**src/rtl/subtract_sequencer_pkg.sv**
```systemverilog
// Shared types and constants for the nibble-serial subtract sequencer.
// Holds the FSM state enum, the datapath slice width and the index-width helper.
package subtract_sequencer_pkg;

  localparam int NIBBLE_W = 4;

  typedef enum logic [1:0] {
    IDLE = 2'd0,
    RUN  = 2'd1,
    DONE = 2'd2
  } state_t;

  // A single-nibble operand still needs a 1-bit index register.
  function automatic int idx_width(input int words);
    return (words <= 1) ? 1 : $clog2(words);
  endfunction

endpackage

```
**src/rtl/subtract_sequencer_subtractor.sv**
```systemverilog
// 4-bit ripple subtractor: diff = a - b - bin, bout = borrow out of the top bit.
// Purely combinational, zero latency, no flow control.
// Reused serially by the subtract sequencer, one nibble per clock.
module subtractor
  import subtract_sequencer_pkg::*;
(
  input  logic [NIBBLE_W-1:0] a,
  input  logic [NIBBLE_W-1:0] b,
  input  logic                bin,
  output logic [NIBBLE_W-1:0] diff,
  output logic                bout
);

  logic [NIBBLE_W:0] br;

  always_comb begin
    br    = '0;
    diff  = '0;
    br[0] = bin;
    for (int i = 0; i < NIBBLE_W; i++) begin
      diff[i]  = a[i] ^ b[i] ^ br[i];
      br[i+1]  = (~a[i] & b[i]) | (~(a[i] ^ b[i]) & br[i]);
    end
  end

  assign bout = br[NIBBLE_W];

endmodule

```
**src/rtl/subtract_sequencer.sv**
```systemverilog
// Multi-precision A - B - borrow_in, one nibble per clock LSB first; optional zero flag via SUBTRACT_SEQUENCER_ZERO_FLAG_EN.
// Latency: accept edge + WORDS RUN cycles, one op per WORDS+2 cycles with out_ready high.
// Backpressure: result held in DONE until out_ready; in_ready low outside IDLE.
module subtract_sequencer
  import subtract_sequencer_pkg::*;
#(
  parameter int WORDS = 4
) (
  input  logic                  clk,
  input  logic                  rst,
  input  logic                  in_valid,
  output logic                  in_ready,
  input  logic [NIBBLE_W*WORDS-1:0] operand_a,
  input  logic [NIBBLE_W*WORDS-1:0] operand_b,
  input  logic                  borrow_in,
  output logic                  out_valid,
  input  logic                  out_ready,
  output logic [NIBBLE_W*WORDS-1:0] difference,
  output logic                  borrow,
`ifdef SUBTRACT_SEQUENCER_ZERO_FLAG_EN
  output logic                  zero,
`endif
  output logic                  overflow
);

  localparam int W     = NIBBLE_W * WORDS;
  localparam int IDX_W = idx_width(WORDS);
  localparam logic [IDX_W-1:0] LAST_IDX = IDX_W'(WORDS - 1);

  state_t             state, state_nxt;
  logic [W-1:0]       a_q, b_q, res_q, res_nxt;
  logic               brw_q;
  logic [IDX_W-1:0]   idx;
  logic [NIBBLE_W-1:0] nib_a, nib_b, nib_diff;
  logic               nib_bout;
  logic               last_nib;

  assign nib_a    = a_q[idx*NIBBLE_W +: NIBBLE_W];
  assign nib_b    = b_q[idx*NIBBLE_W +: NIBBLE_W];
  assign last_nib = (idx == LAST_IDX);

  subtractor u_sub (
    .a    (nib_a),
    .b    (nib_b),
    .bin  (brw_q),
    .diff (nib_diff),
    .bout (nib_bout)
  );

  always_comb begin
    res_nxt = res_q;
    res_nxt[idx*NIBBLE_W +: NIBBLE_W] = nib_diff;
  end

  always_ff @(posedge clk) begin
    if (rst) state <= IDLE;
    else     state <= state_nxt;
  end

  always_comb begin
    state_nxt = state;
    case (state)
      IDLE:    if (in_valid)  state_nxt = RUN;
      RUN:     if (last_nib)  state_nxt = DONE;
      DONE:    if (out_ready) state_nxt = IDLE;
      default: state_nxt = IDLE;
    endcase
  end

  always_comb begin
    in_ready  = (state == IDLE);
    out_valid = (state == DONE);
  end

  // Working result lives in res_q so the visible outputs only change on completion.
  always_ff @(posedge clk) begin
    if (rst) begin
      a_q        <= '0;
      b_q        <= '0;
      res_q      <= '0;
      brw_q      <= 1'b0;
      idx        <= '0;
      difference <= '0;
      borrow     <= 1'b0;
      overflow   <= 1'b0;
    end else begin
      case (state)
        IDLE: if (in_valid) begin
          a_q   <= operand_a;
          b_q   <= operand_b;
          brw_q <= borrow_in;
          res_q <= '0;
          idx   <= '0;
        end
        RUN: begin
          res_q <= res_nxt;
          brw_q <= nib_bout;
          if (last_nib) begin
            difference <= res_nxt;
            borrow     <= nib_bout;
            overflow   <= (a_q[W-1] ^ b_q[W-1]) & (nib_diff[NIBBLE_W-1] ^ a_q[W-1]);
          end else begin
            idx <= idx + 1'b1;
          end
        end
        default: ;
      endcase
    end
  end

`ifdef SUBTRACT_SEQUENCER_ZERO_FLAG_EN
  logic zero_acc;

  always_ff @(posedge clk) begin
    if (rst) begin
      zero_acc <= 1'b0;
      zero     <= 1'b0;
    end else if (state == IDLE && in_valid) begin
      zero_acc <= 1'b1;
    end else if (state == RUN) begin
      zero_acc <= zero_acc & (nib_diff == '0);
      if (last_nib) zero <= zero_acc & (nib_diff == '0);
    end
  end
`endif

endmodule

```
**config.mk**
```make
export PLATFORM = sky130hd
export DESIGN_NAME = subtract_sequencer
export DESIGN_NICKNAME = d
export VERILOG_FILES = /design/src/rtl/subtract_sequencer_pkg.sv /design/src/rtl/subtract_sequencer_subtractor.sv /design/src/rtl/subtract_sequencer.sv
export SDC_FILE = /design/constraint.sdc
export NUM_CORES = 1
export LEC_CHECK = 0
export ABC_CLOCK_PERIOD_IN_PS = 8500
export CAP_MARGIN = 20
export CORE_ASPECT_RATIO = 1.4
export CORE_MARGIN = 2
export CORE_UTILIZATION = 45
export DETAILED_ROUTE_END_ITERATION = 8
export HOLD_SLACK_MARGIN = 0.1
export PLACE_DENSITY_LB_ADDON = 0.1
export SYNTH_ARGS = -nofsm -noshare
export SYNTH_HDL_FRONTEND = slang
export SYNTH_SLANG_ARGS = --single-unit
```
**constraint.sdc**
```tcl
create_clock -name clk -period 8.5 [get_ports clk]
set_input_delay 0.85 -clock clk [delete_from_list [all_inputs] [get_ports clk]]
set_output_delay 0.85 -clock clk [all_outputs]
set_load 0.02 [all_outputs]
```
== Word level (Yosys, flattened, before mapping) ==
Cells that the tools add are included.
Operators by class
  $add $sub $neg: 2
  equal/unequal tests: 7
  shifts and indexed selects: 4
  multiplexer cells: 12
  bitwise gates (word level): 31
  reduce and logical (&&, ||, !) cells: 7
Operators by type and width (count)
  $neg 4->34: 1
  $shift 4x34->16 const A: 1
  $shiftx 4x34->16: 1
  $pmux 16 s2: 1
  $shiftx 16x5->4: 2
  $bwmux 16: 1
  $mux 16: 1
  $mux 2: 5
  $xor 1x1->1: 10
  $and 1x1->1: 9
  $not 1->1: 8
  $ne 2x2->1 const B: 3
  $pmux 2 s3: 1
  $reduce_and 2->1: 3
  $reduce_and 3->1: 2
  $eq 2x2->1 const B: 2
  $or 1x1->1: 4
  $pmux 2 s2: 1
  $add 2x1->2 const B: 1
  $eq 2x1->1 const B: 1
  $logic_not 2->1: 1
  $ne 2x1->1 const B: 1
  $pmux 1 s2: 1
  $reduce_bool 2->1: 1
  $mux 1: 1
Storage, ports and cells
  flip-flop bits (word level): 71
  bits of input ports: 37
  output and inout bits: 20
  logic and storage cells: 72

== Logic depth before layout (Yosys ltp) ==
Gate-level depths: netlist (run 1).
  depth in word-level cells: 13
  mapped depth: 11
  depth with buffers taken out: 11

== Cells and area by module ==
Synthesis (run 1) repeated with hierarchy kept, for this count alone.
Second synthesis, totals
  cell total of the unflattened synthesis: 353
  area total of the unflattened synthesis: 3308.2 sq um
By module, submodules not included
  subtract_sequencer: times used 1, cells each 339, area an instance 3190.6 sq um, sequential area each 1421.4 sq um
  subtractor: times used 1, cells each 14, area an instance 117.6 sq um, sequential area each 0.0 sq um

== Least setup slack after synthesis (run 1) ==
OpenSTA, ideal clock, no wires.
  kind: register to register
  start point: register idx[0]
  end point: register difference[11]
  setup time: 132 ps
  arrival time: 2908 ps
  data required time: 8368 ps
  slack: 5460 ps
  stages on the path, launching flop included: 12
  buffers on the path: 1
  period minus slack after synthesis: 3040 ps
  path through: dfxtp_1 -> buf_4 -> mux4_2 -> fa_1 -> inv_1 -> fa_1 -> fa_1 -> inv_1 -> fa_1 -> inv_1 -> a221oi_1 -> nor3_1
Between the ends
  word-level cells in the longest chain between the ends: 12
  elaborated cells on any way between the ends: 31
  classes of those cells: 1 x add/sub; 1 x eq/ne; 4 x shift; 1 x mux; 23 x bitwise; 1 x reduce/logical
Ends and longest elaborated chain
  from (decl): line subtract_sequencer.sv:33  | logic [IDX_W-1:0] idx;
  from (signal assigned): line subtract_sequencer.sv:103  | idx <= idx + 1'b1;
  $shiftx 16x5->4 (on tied branches): line subtract_sequencer.sv:38, subtract_sequencer.sv:39
  $xor 1x1->1: line subtract_sequencer_subtractor.sv:21, subtract_sequencer_subtractor.sv:22
  $not 1->1: line subtract_sequencer_subtractor.sv:22  | br[i+1] = (~a[i] & b[i]) | (~(a[i] ^ b[i]) & br[i]);
  $and 1x1->1: line subtract_sequencer_subtractor.sv:22
  $or 1x1->1: line subtract_sequencer_subtractor.sv:22
  $and 1x1->1: line subtract_sequencer_subtractor.sv:22
  $or 1x1->1: line subtract_sequencer_subtractor.sv:22
  $and 1x1->1: line subtract_sequencer_subtractor.sv:22
  $or 1x1->1: line subtract_sequencer_subtractor.sv:22
  $xor 1x1->1: line subtract_sequencer_subtractor.sv:21  | diff[i] = a[i] ^ b[i] ^ br[i];
  $shiftx 4x34->16: line subtract_sequencer.sv:52  | res_nxt[idx*NIBBLE_W +: NIBBLE_W] = nib_diff;
  $bwmux 16: line subtract_sequencer.sv:52
  to (signal assigned): line subtract_sequencer.sv:99  | difference <= res_nxt;
  to (decl): line subtract_sequencer.sv:18  | output logic [NIBBLE_W*WORDS-1:0] difference,
Several ways; a longest one is shown, not always the timed one.
A chain may end at the register's enable or synchronous reset.

== Worst setup path in the final report (run 1) ==
  start point: register idx[0]
  end point: register difference[3]
The elaborated chain is that of the path after synthesis.

==> summary.txt, run 1 <==
status - finished clean
Tot Pwr - 0.000824 W
average size of a mapped cell - 9.13 µm²
reg2reg end - difference[3]
Commonest cells post-synth - dfxtp_1, nand2_1, a21oi_1
Inst Count DP - 470
placed wire-length estimate - 4870 µm
antenna cell count - 0
clk_lat worst skew - 340 ps
Setup Skew - 8.01 ps
Rows - 36
clock slew at reported path FFs - 80 ps
vias per cell - 5.22
CP Buf/Inv Count - 4
post-synth top area share - 45.3%
Seq/Total Area, Yosys - 45.3%
RSZ-0062 raised after global routing - no
Initial Utilization - 45.9%
CP endpoint kind - flop
area of the die - 7670 µm²
layout cell share with drive strength beyond 1 - 8.88%
gpl congestion - 0.823
crit-path leading delay family - adder cells
final WL - 7030 µm
Req. time, crit path - 8770 ps
Worst Tran Pin Value - 1100 ps
grt total ovfl - 0
largest net degree at the start of global routing - 62
Synth Register Bits - 71
H-Tree Depth - 3
max-slew violation count - 0
Placeable Area - 6850 µm²
post-synth net total - 391
Max rail drop VDD - 0.000128 V
die width - 74.6 µm
crit path capture - difference[3]
worst flop-to-flop path startpoint - idx[0]
EDFF count, synth - 0
Crit path arrival time - 3870 ps
# port buffers - 56
relative slew slack - 25.6%
Synth Warn # - 0
power density cells - 206 nW/µm²
Critical Path Source Type - flop
CTS Sinks - 71
Avg WL per Cell - 14.4 µm
Worst path max stage delay - 860 ps
critical path class - reg -> reg
Main synth FF type - dfxtp_1
cells on worst reg2reg path - 11
Fin Setup TNS - 0 ps
Die Y - 103 µm
Bufs on Longest Clock Path - 2
# IOs - 57
Synth area leader - dfxtp_1
Finished Layout Cells - 489
CP Launch Point - idx[0]
CTS resizes - 0
R2R setup slack - 4890 ps
max cap viols - 0
Min-Delay Path Class - reg -> reg
crit path cell chain - mux4_2 -> inv_1 -> fa_1 -> inv_1 -> fa_1 -> fa_1 -> inv_1 -> fa_1 -> inv_1 -> a221oi_1 -> nor3_1
CTS tree - yes
fmax - 277 MHz
GRT Total Usage - 20.3%
first drt pass iteration count - 4
count leader, synth - dfxtp_1
Post-CTS Setup Bufs - 0
Routed Antenna Nets - 0
final number of setup-violating endpoints - 0
clock root cell - clkbuf_8
final hold viol count - 0
hold_buf cts - 0
first-pass GRT wire length - 11600 µm
1st-iter DRT viols - 132
initial antenna violation count - 0
FF/Latch Area - 1420 µm²
Leak - 1.49 nW
period utilization - 42.4%
CP max FO - 18
Distinct cells, synth - 33
residual DRC count - 0
Area Overhead vs Synth - 27.1%
top cells by area, synth - dfxtp_1, nand2_1, a21oi_1
Netlist Area Pre-Place - 3140 µm²
Worst path slowest cell - dfxtp_1
critical path depth - 11
Cells after Synth - 344
Final Net Count - 436
Fillers - 647
Final Critical Period - 3610 ps
asr flop ratio synth - 0%
CTS Buf Count - 9
vias in the first global route - 2386
routed vias - 2552
area of the multi-input gates - 1510 µm²
cells by family (layout without fill, tap and decap cells):
logic type	Yosys count	count (layout)	synth area share, %
and+or+nand+nor	129	129	18.8
AOI/OAI and AO/OA	79	79	16.9
DFF	71	71	45.3
buffers and inverters	43	93	6.97
muxes	12	12	7.17
adders and majority gates	10	10	4.94
cell type report:
cell class                      count  share of cell area [%]
Clock buffer                       11                    3.79
Timing Repair Buffer               60                    15.1
Multi-Input combinational cell    230                    37.7
Inverter                           17                    1.60
Clock inverter                      5                    3.20
Tap cell                           95                    2.98
Sequential cell                    71                    35.6
tightest hold or removal path, delay by kind of cell (launching register included):
family	cells	cell delay, ps
flip-flops	1	310
AND/OR/NAND/NOR	1	50
AO/OA/AOI/OAI	1	50
routing by layer:
| metal | GRT usage, % | wire length (µm) | vias up |
|---|---|---|---|
| met5 | 0 | 0 | - |
| met3 | 3.52 | 182 | 19 |
| met4 | 11.0 | 233 | 0 |
| met1 | 24.0 | 3010 | 1183 |
| met2 | 34.4 | 3600 | 58 |
| li1 | - | - | 1292 |
state kept, by name, summed over array words and instances, names as in the netlist:
signal	count
a_q	16
difference	16
idx	2
res_q	16
state	2
overflow	1
brw_q	1
borrow	1
b_q	16
through the flow:
step	utilization (%)	hold slack, ps	worst slack [ps]	area [µm²]
2_1_floorplan	-	433	5460	3140
3_3_place_gp	53.7	443	4990	3670
3_5_place_dp	53.7	446	4890	3670
4_1_cts	57.7	456	4860	3950
5_1_grt	58.3	469	4590	3990
6_report	58.3	454	4890	3990
worst min path at each step:
stage,startpoint,end,cells past startpoint
final,a_q[12],a_q[12],2
after global placement,b_q[13],b_q[13],2
after CTS,b_q[12],b_q[12],2
after global routing,a_q[14],a_q[14],2
after detailed placement,b_q[12],b_q[12],2
after floorplan,a_q[10],a_q[10],2
cell usage in the layout (no fill, tap or decap), types with 2 or more instances in the layout:
cell type	count
fa_1	4
nor2b_1	3
nor3_1	18
clkbuf_8	11
mux2_2	4
bufinv_16	4
inv_1	17
dfxtp_1	71
nor3b_1	2
a21oi_1	41
and2_1	2
nand3_1	2
a22o_1	16
nor2_1	23
a221oi_1	17
ha_1	6
mux4_2	8
clkdlybuf4s50_1	55
nor4bb_1	3
a31oi_1	2
nand2_1	68
or3b_1	2
power breakdown:
part | switching, W | leakage, nW | internal (W)
combinational | 0.0000546 | 0.781 | 0.0000465
sequential | 0.0000120 | 0.578 | 0.000345
clock | 0.000126 | 0.136 | 0.000241
total | 0.000192 | 1.49 | 0.000632
No activity file was read; power rests on OpenSTA's default activity.
==> run 2, diff against run 1 <==
ABC_CLOCK_PERIOD_IN_PS = 3100   (was 8500)
clock period = 3.1 ns   (was 8.5 ns; I/O delays follow)
==> run 2 against run 1 <==
  * Worst hold slack got worse by 4.0 ps
  * First-iteration DRC count decreased by 1.5%
  * Sequential power increased to 2.7 times the previous value
  * Final area down 0.81%
  * Routed wire length rose by 4.8%
  * Clock power rose by 120%
  * Total power up 150%
  * Critical path depth shrank 1
  * Final cell count rose by 1.0%
  * Fmax grew 23%
  * Sequential share of layout area up 0.39 points
  * Combinational power increased to 2.9 times the previous value
  * Critical endpoint is now overflow
  * Highest routed layer unchanged
==> summary.txt, run 2 (synthesized netlist as in run 1, its figures left out) <==
# port buffers - 56 (unchanged)
Post-CTS Setup Bufs - 0 (unchanged)
CP max FO - 5 (-13)
reg2reg end - overflow
Avg WL per Cell - 14.9 µm (+3.7%)
first drt pass iteration count - 6 (+2)
residual DRC count - 0 (unchanged)
antenna cell count - 0 (unchanged)
final hold viol count - 0 (unchanged)
fmax - 341 MHz (+23%)
CTS tree - yes
Hold Startpoint - rst
R2R setup slack - 170 ps (-4720 ps)
commonest non-fill, non-tap cell in the layout - dfxtp_1
power density cells - 520 nW/µm² (+150%)
max cap viols - 0 (unchanged)
largest net degree at the start of global routing - 36 (-42%)
vias per cell - 5.24 (+0.38%)
area of the die - 7670 µm² (unchanged)
Finished Layout Cells - 494 (+1.0%)
switching share of power - 25.8% (+2.5 points)
Die Y - 103 µm (unchanged)
CTS Sinks - 71 (unchanged)
# IOs - 57 (unchanged)
Inst Count DP - 479 (+1.9%)
initial antenna violation count - 0 (unchanged)
1st-iter DRT viols - 130 (-1.5%)
clock slew at reported path FFs - 80 ps (about the same)
Placeable Area - 6850 µm² (unchanged)
Crit path arrival time - 3160 ps (-710 ps)
GRT Total Usage - 20.8% (+0.52 points)
status - finished clean
relative slew slack - 32.6% (+7.0 points)
Bufs on Longest Clock Path - 2 (unchanged)
period utilization - 94.6% (+52 points)
Comb pwr share - 14.3% (+2.0 points)
Setup Skew - 9.21 ps (+1.20 ps)
CTS Buf Count - 9 (unchanged)
grt total ovfl - 0 (unchanged)
Routed Antenna Nets - 0 (unchanged)
Final Net Count - 442 (+1.4%)
final WL - 7370 µm (+4.8%)
cells on worst reg2reg path - 10 (-1)
routed vias - 2588 (+1.4%)
clock root cell - clkbuf_8
critical path class - reg -> reg
Req. time, crit path - 3320 ps (-5450 ps)
Area Overhead vs Synth - 26.1%
clk_lat worst skew - 340 ps (about the same)
switching pwr - 0.000531 W (+180%)
worst flop-to-flop path startpoint - idx[0]
sequential share of power - 47.3% (+4.0 points)
Rows - 36 (unchanged)
Hold EP - a_q[1]
most frequent cells in the layout - dfxtp_1, nand2_1, clkdlybuf4s50_1, a21oi_1, nor2_1
Tot Pwr - 0.00206 W (+150%)
Min-Delay Path Class - in -> reg
clock power share - 38.4% (-6.1 points)
Leak - 1.48 nW (-0.68%)
Initial Utilization - 45.9% (unchanged)
max-slew violation count - 0 (unchanged)
Max rail drop VDD - 0.000455 V (+250%)
vias in the first global route - 2366 (-0.84%)
final number of setup-violating endpoints - 0 (unchanged)
die width - 74.6 µm (unchanged)
H-Tree Depth - 3 (unchanged)
Hold Crit Depth - 2 (unchanged)
Final Critical Period - 2930 ps (-675 ps)
Fin Setup TNS - 0 ps (unchanged)
Worst Tran Pin Value - 1010 ps (-90.6 ps)
first-pass GRT wire length - 11700 µm (+1.2%)
Critical Path Source Type - flop
Pint - 0.00153 W (+140%)
CP endpoint kind - flop
layout cell share with drive strength beyond 1 - 11.0% (+2.1 points)
placed wire-length estimate - 5310 µm (+9.0%)
gpl congestion - 0.810 (-1.6%)
[run 2: how the worst max path moves through the flow]
stage,endpoint,startpoint,cells after the start
2_1_floorplan,difference[11],idx[0],11
3_3_place_gp,difference[11],idx[0],11
3_5_place_dp,difference[7],idx[0],11
4_1_cts,difference[7],idx[0],11
5_1_grt,difference[15],idx[0],11
6_report,overflow,idx[0],10
[run 2: repair_timing]
| item | in CTS | in global routing |
|---|---|---|
| endpoints found under the setup margin | 0 | 9 |
| endpoints found under the hold margin | 0 | 0 |
| gates resized for setup | 0 | 5 |
| hold buffers | 0 | 0 |
[run 2: per-stage QoR]
stage	util, %	hold WS [ps]	area [µm²]	setup slack (ps)
5_1_grt	57.8	450	3960	-3.25
3_3_place_gp	54.6	441	3740	118
6_report	57.8	450	3960	167
4_1_cts	57.7	431	3950	36.6
2_1_floorplan	-	433	3140	60.0
3_5_place_dp	54.6	447	3740	57.3
[run 2: area by class of cell]
class	count	area (µm²)
clock buffer	9	124
fill	661	2890
clock inverter	6	86.3
timing repair buffer	66	631
inverter	17	63.8
sequential	71	1430
tap	95	119
multi-input combinational	230	1510
[run 2: power by group through the flow]
stage / clock [W] / combinational [W] / sequential (W)
finish: 0.000790 / 0.000294 / 0.000974
floorplan: 0 / 0.000191 / 0.000981
CTS: 0.000801 / 0.000291 / 0.000974
detailed placement: 0 / 0.000290 / 0.000995
global route: 0.000848 / 0.000325 / 0.000978
global placement: 0 / 0.000286 / 0.000994
[run 2: worst max-delay path, cell delays in order, from the launching register on]
cell,delay [ps]
dfxtp_4,380
mux4_2,490
inv_1,80
fa_1,160
inv_1,50
fa_1,370
fa_1,370
inv_1,80
fa_2,470
a221oi_1,280
nor3_1,80
[run 2: routing by layer]
layer	track usage (%)	share of wire [%]	wire, µm	vias to the layer above
li1	-	-	-	1301
met1	23.2	41	3020	1186
met2	36.5	52	3850	76
met3	4.89	3.8	282	25
met4	10.2	3.0	223	0
met5	0	0	0	-
==> run 3, diff against run 2 <==
MAX_ROUTING_LAYER = met4   (was unset)
==> run 3 against run 2 <==
  * Combinational power barely moved
  * Die area is the same
  * Final area stayed put
  * Final cell count unchanged
  * Critical path depth is the same
  * Sequential share of layout area stayed put
  * Sequential cell count is the same
  * Sequential power about the same
  * Register-to-register slack about the same
  * Clock skew up 2.0 ps
  * Non-clock buffer count stayed put
  * Core utilization unchanged
  * Critical endpoint unchanged
==> summary.txt, run 3 (synthesized netlist as in run 1, its figures left out) <==
status - finished clean
Critical Path Source Type - flop
max-slew violation count - 0 (unchanged)
reg2reg end - overflow
1st-iter DRT viols - 107 (-18%)
Pint - 0.00153 W (about the same)
sequential share of power - 47.3% (about the same)
relative slew slack - 32.4% (-0.27 points)
die width - 74.6 µm (unchanged)
grt total ovfl - 0 (unchanged)
Comb pwr share - 14.3% (about the same)
period utilization - 94.6% (about the same)
first drt pass iteration count - 4 (-2)
Worst path slowest cell - mux4_2
max cap viols - 0 (unchanged)
clock root cell - clkbuf_8
CTS tree - yes
layout cell share with drive strength beyond 1 - 11.0% (unchanged)
Leak - 1.48 nW (unchanged)
critical path class - reg -> reg
Area Overhead vs Synth - 26.1% (unchanged)
initial antenna violation count - 0 (unchanged)
Final Net Count - 442 (unchanged)
Crit path arrival time - 3160 ps (about the same)
routed vias - 2559 (-1.1%)
vias in the first global route - 2372 (+0.25%)
area of the die - 7670 µm² (unchanged)
CP Buf/Inv Count - 3 (unchanged)
most frequent cells in the layout - dfxtp_1, nand2_1, clkdlybuf4s50_1, a21oi_1, nor2_1
# IOs - 57 (unchanged)
CTS Buf Count - 9 (unchanged)
CTS Sinks - 71 (unchanged)
Rows - 36 (unchanged)
Min-Delay Path Class - in -> reg
clock power share - 38.5% (about the same)
power density cells - 520 nW/µm² (+0.12%)
vias per cell - 5.18 (-1.1%)
Bufs on Longest Clock Path - 2 (unchanged)
Die Y - 103 µm (unchanged)
hold_buf cts - 0 (unchanged)
fmax - 341 MHz (about the same)
commonest non-fill, non-tap cell in the layout - dfxtp_1
Req. time, crit path - 3320 ps (about the same)
# port buffers - 56 (unchanged)
Final Critical Period - 2930 ps (+0.164 ps)
final WL - 7360 µm (about the same)
Placeable Area - 6850 µm² (unchanged)
switching share of power - 25.9% (+0.084 points)
Hold Startpoint - rst
Hold EP - a_q[1]
crit path cell chain - mux4_2 -> inv_1 -> fa_1 -> inv_1 -> fa_1 -> fa_1 -> inv_1 -> fa_2 -> a221oi_1 -> nor3_1
H-Tree Depth - 3 (unchanged)
clk_lat worst skew - 350 ps (about the same)
Routed Antenna Nets - 0 (unchanged)
clock slew at reported path FFs - 80 ps (about the same)
first-pass GRT wire length - 11700 µm (about the same)
Hold Crit Depth - 2 (unchanged)
GRT Total Usage - 21.4% (+0.62 points)
Post-CTS Setup Bufs - 0 (unchanged)
switching pwr - 0.000534 W (+0.44%)
CP max FO - 5 (unchanged)
Max rail drop VDD - 0.000455 V (about the same)
final hold slack - 450 ps (+0.583 ps)
largest net degree at the start of global routing - 36 (unchanged)
Worst Tran Pin Value - 1010 ps (+3.98 ps)
antenna cell count - 0 (unchanged)
gpl congestion - 0.822 (+1.5%)
final hold viol count - 0 (unchanged)
cells on worst reg2reg path - 10 (unchanged)
placed wire-length estimate - 5310 µm (unchanged)
critical path depth - 10 (unchanged)
Initial Utilization - 45.9% (unchanged)
Setup Skew - 11.2 ps (+2.03 ps)
residual DRC count - 0 (unchanged)
final number of setup-violating endpoints - 0 (unchanged)
CP endpoint kind - flop
worst flop-to-flop path startpoint - idx[0]
crit-path leading delay family - adder cells
R2R setup slack - 170 ps (about the same)
Worst path max stage delay - 490 ps (about the same)
Fin Setup TNS - 0 ps (unchanged)
Avg WL per Cell - 14.9 µm (about the same)
-- run 3: metrics by stage --
step | instance area (µm²) | setup WS, ps | total power [W] | util, % | std cells
after floorplan | 3140 | 60.0 | 0.00117 | - | 344
after global placement | 3740 | 118 | 0.00128 | 54.6 | 479
after detailed placement | 3740 | 57.3 | 0.00129 | 54.6 | 479
after CTS | 3950 | 36.6 | 0.00207 | 57.7 | 494
after global routing | 3960 | -3.30 | 0.00215 | 57.8 | 494
final | 3960 | 167 | 0.00206 | 57.8 | 494
-- run 3: repair_timing --
| action | 4_1_cts | 5_1_grt |
|---|---|---|
| hold endpoints to repair | 0 | 0 |
| gates resized for setup | 0 | 5 |
| endpoints found under the setup margin | 0 | 9 |
-- run 3: worst max-delay path by stage --
| stage | from | endpoint | slack, ps |
|---|---|---|---|
| floorplan | idx[0] | difference[11] | 60 |
| global placement | idx[0] | difference[11] | 120 |
| detailed placement | idx[0] | difference[7] | 60 |
| CTS | idx[0] | difference[7] | 40 |
| global route | idx[0] | difference[15] | -3 |
| finish | idx[0] | overflow | 170 |
-- run 3: layout make-up --
type | count | area [µm²]
inverters | 17 | 63.8
multi-input cells | 230 | 1510
clock buffers | 9 | 124
flip-flops and latches | 71 | 1430
well taps | 95 | 119
fillers | 661 | 2890
repair buffers | 66 | 631
clock inverters | 6 | 86.3
-- run 3: power groups by stage --
stage | Combinational, W | Clock, W | Sequential [W]
global route | 0.000325 | 0.000849 | 0.000978
CTS | 0.000291 | 0.000801 | 0.000974
detailed placement | 0.000290 | 0 | 0.000995
finish | 0.000294 | 0.000792 | 0.000974
global placement | 0.000286 | 0 | 0.000994
floorplan | 0.000191 | 0 | 0.000981
-- run 3: per-layer routing --
metal  routed length, µm  track usage, %  share of wire, %
met5                   0               -                 0
met2                3800            36.5                52
met3                 283            5.77               3.8
met1                3030            23.2                41
met4                 248            8.93               3.4
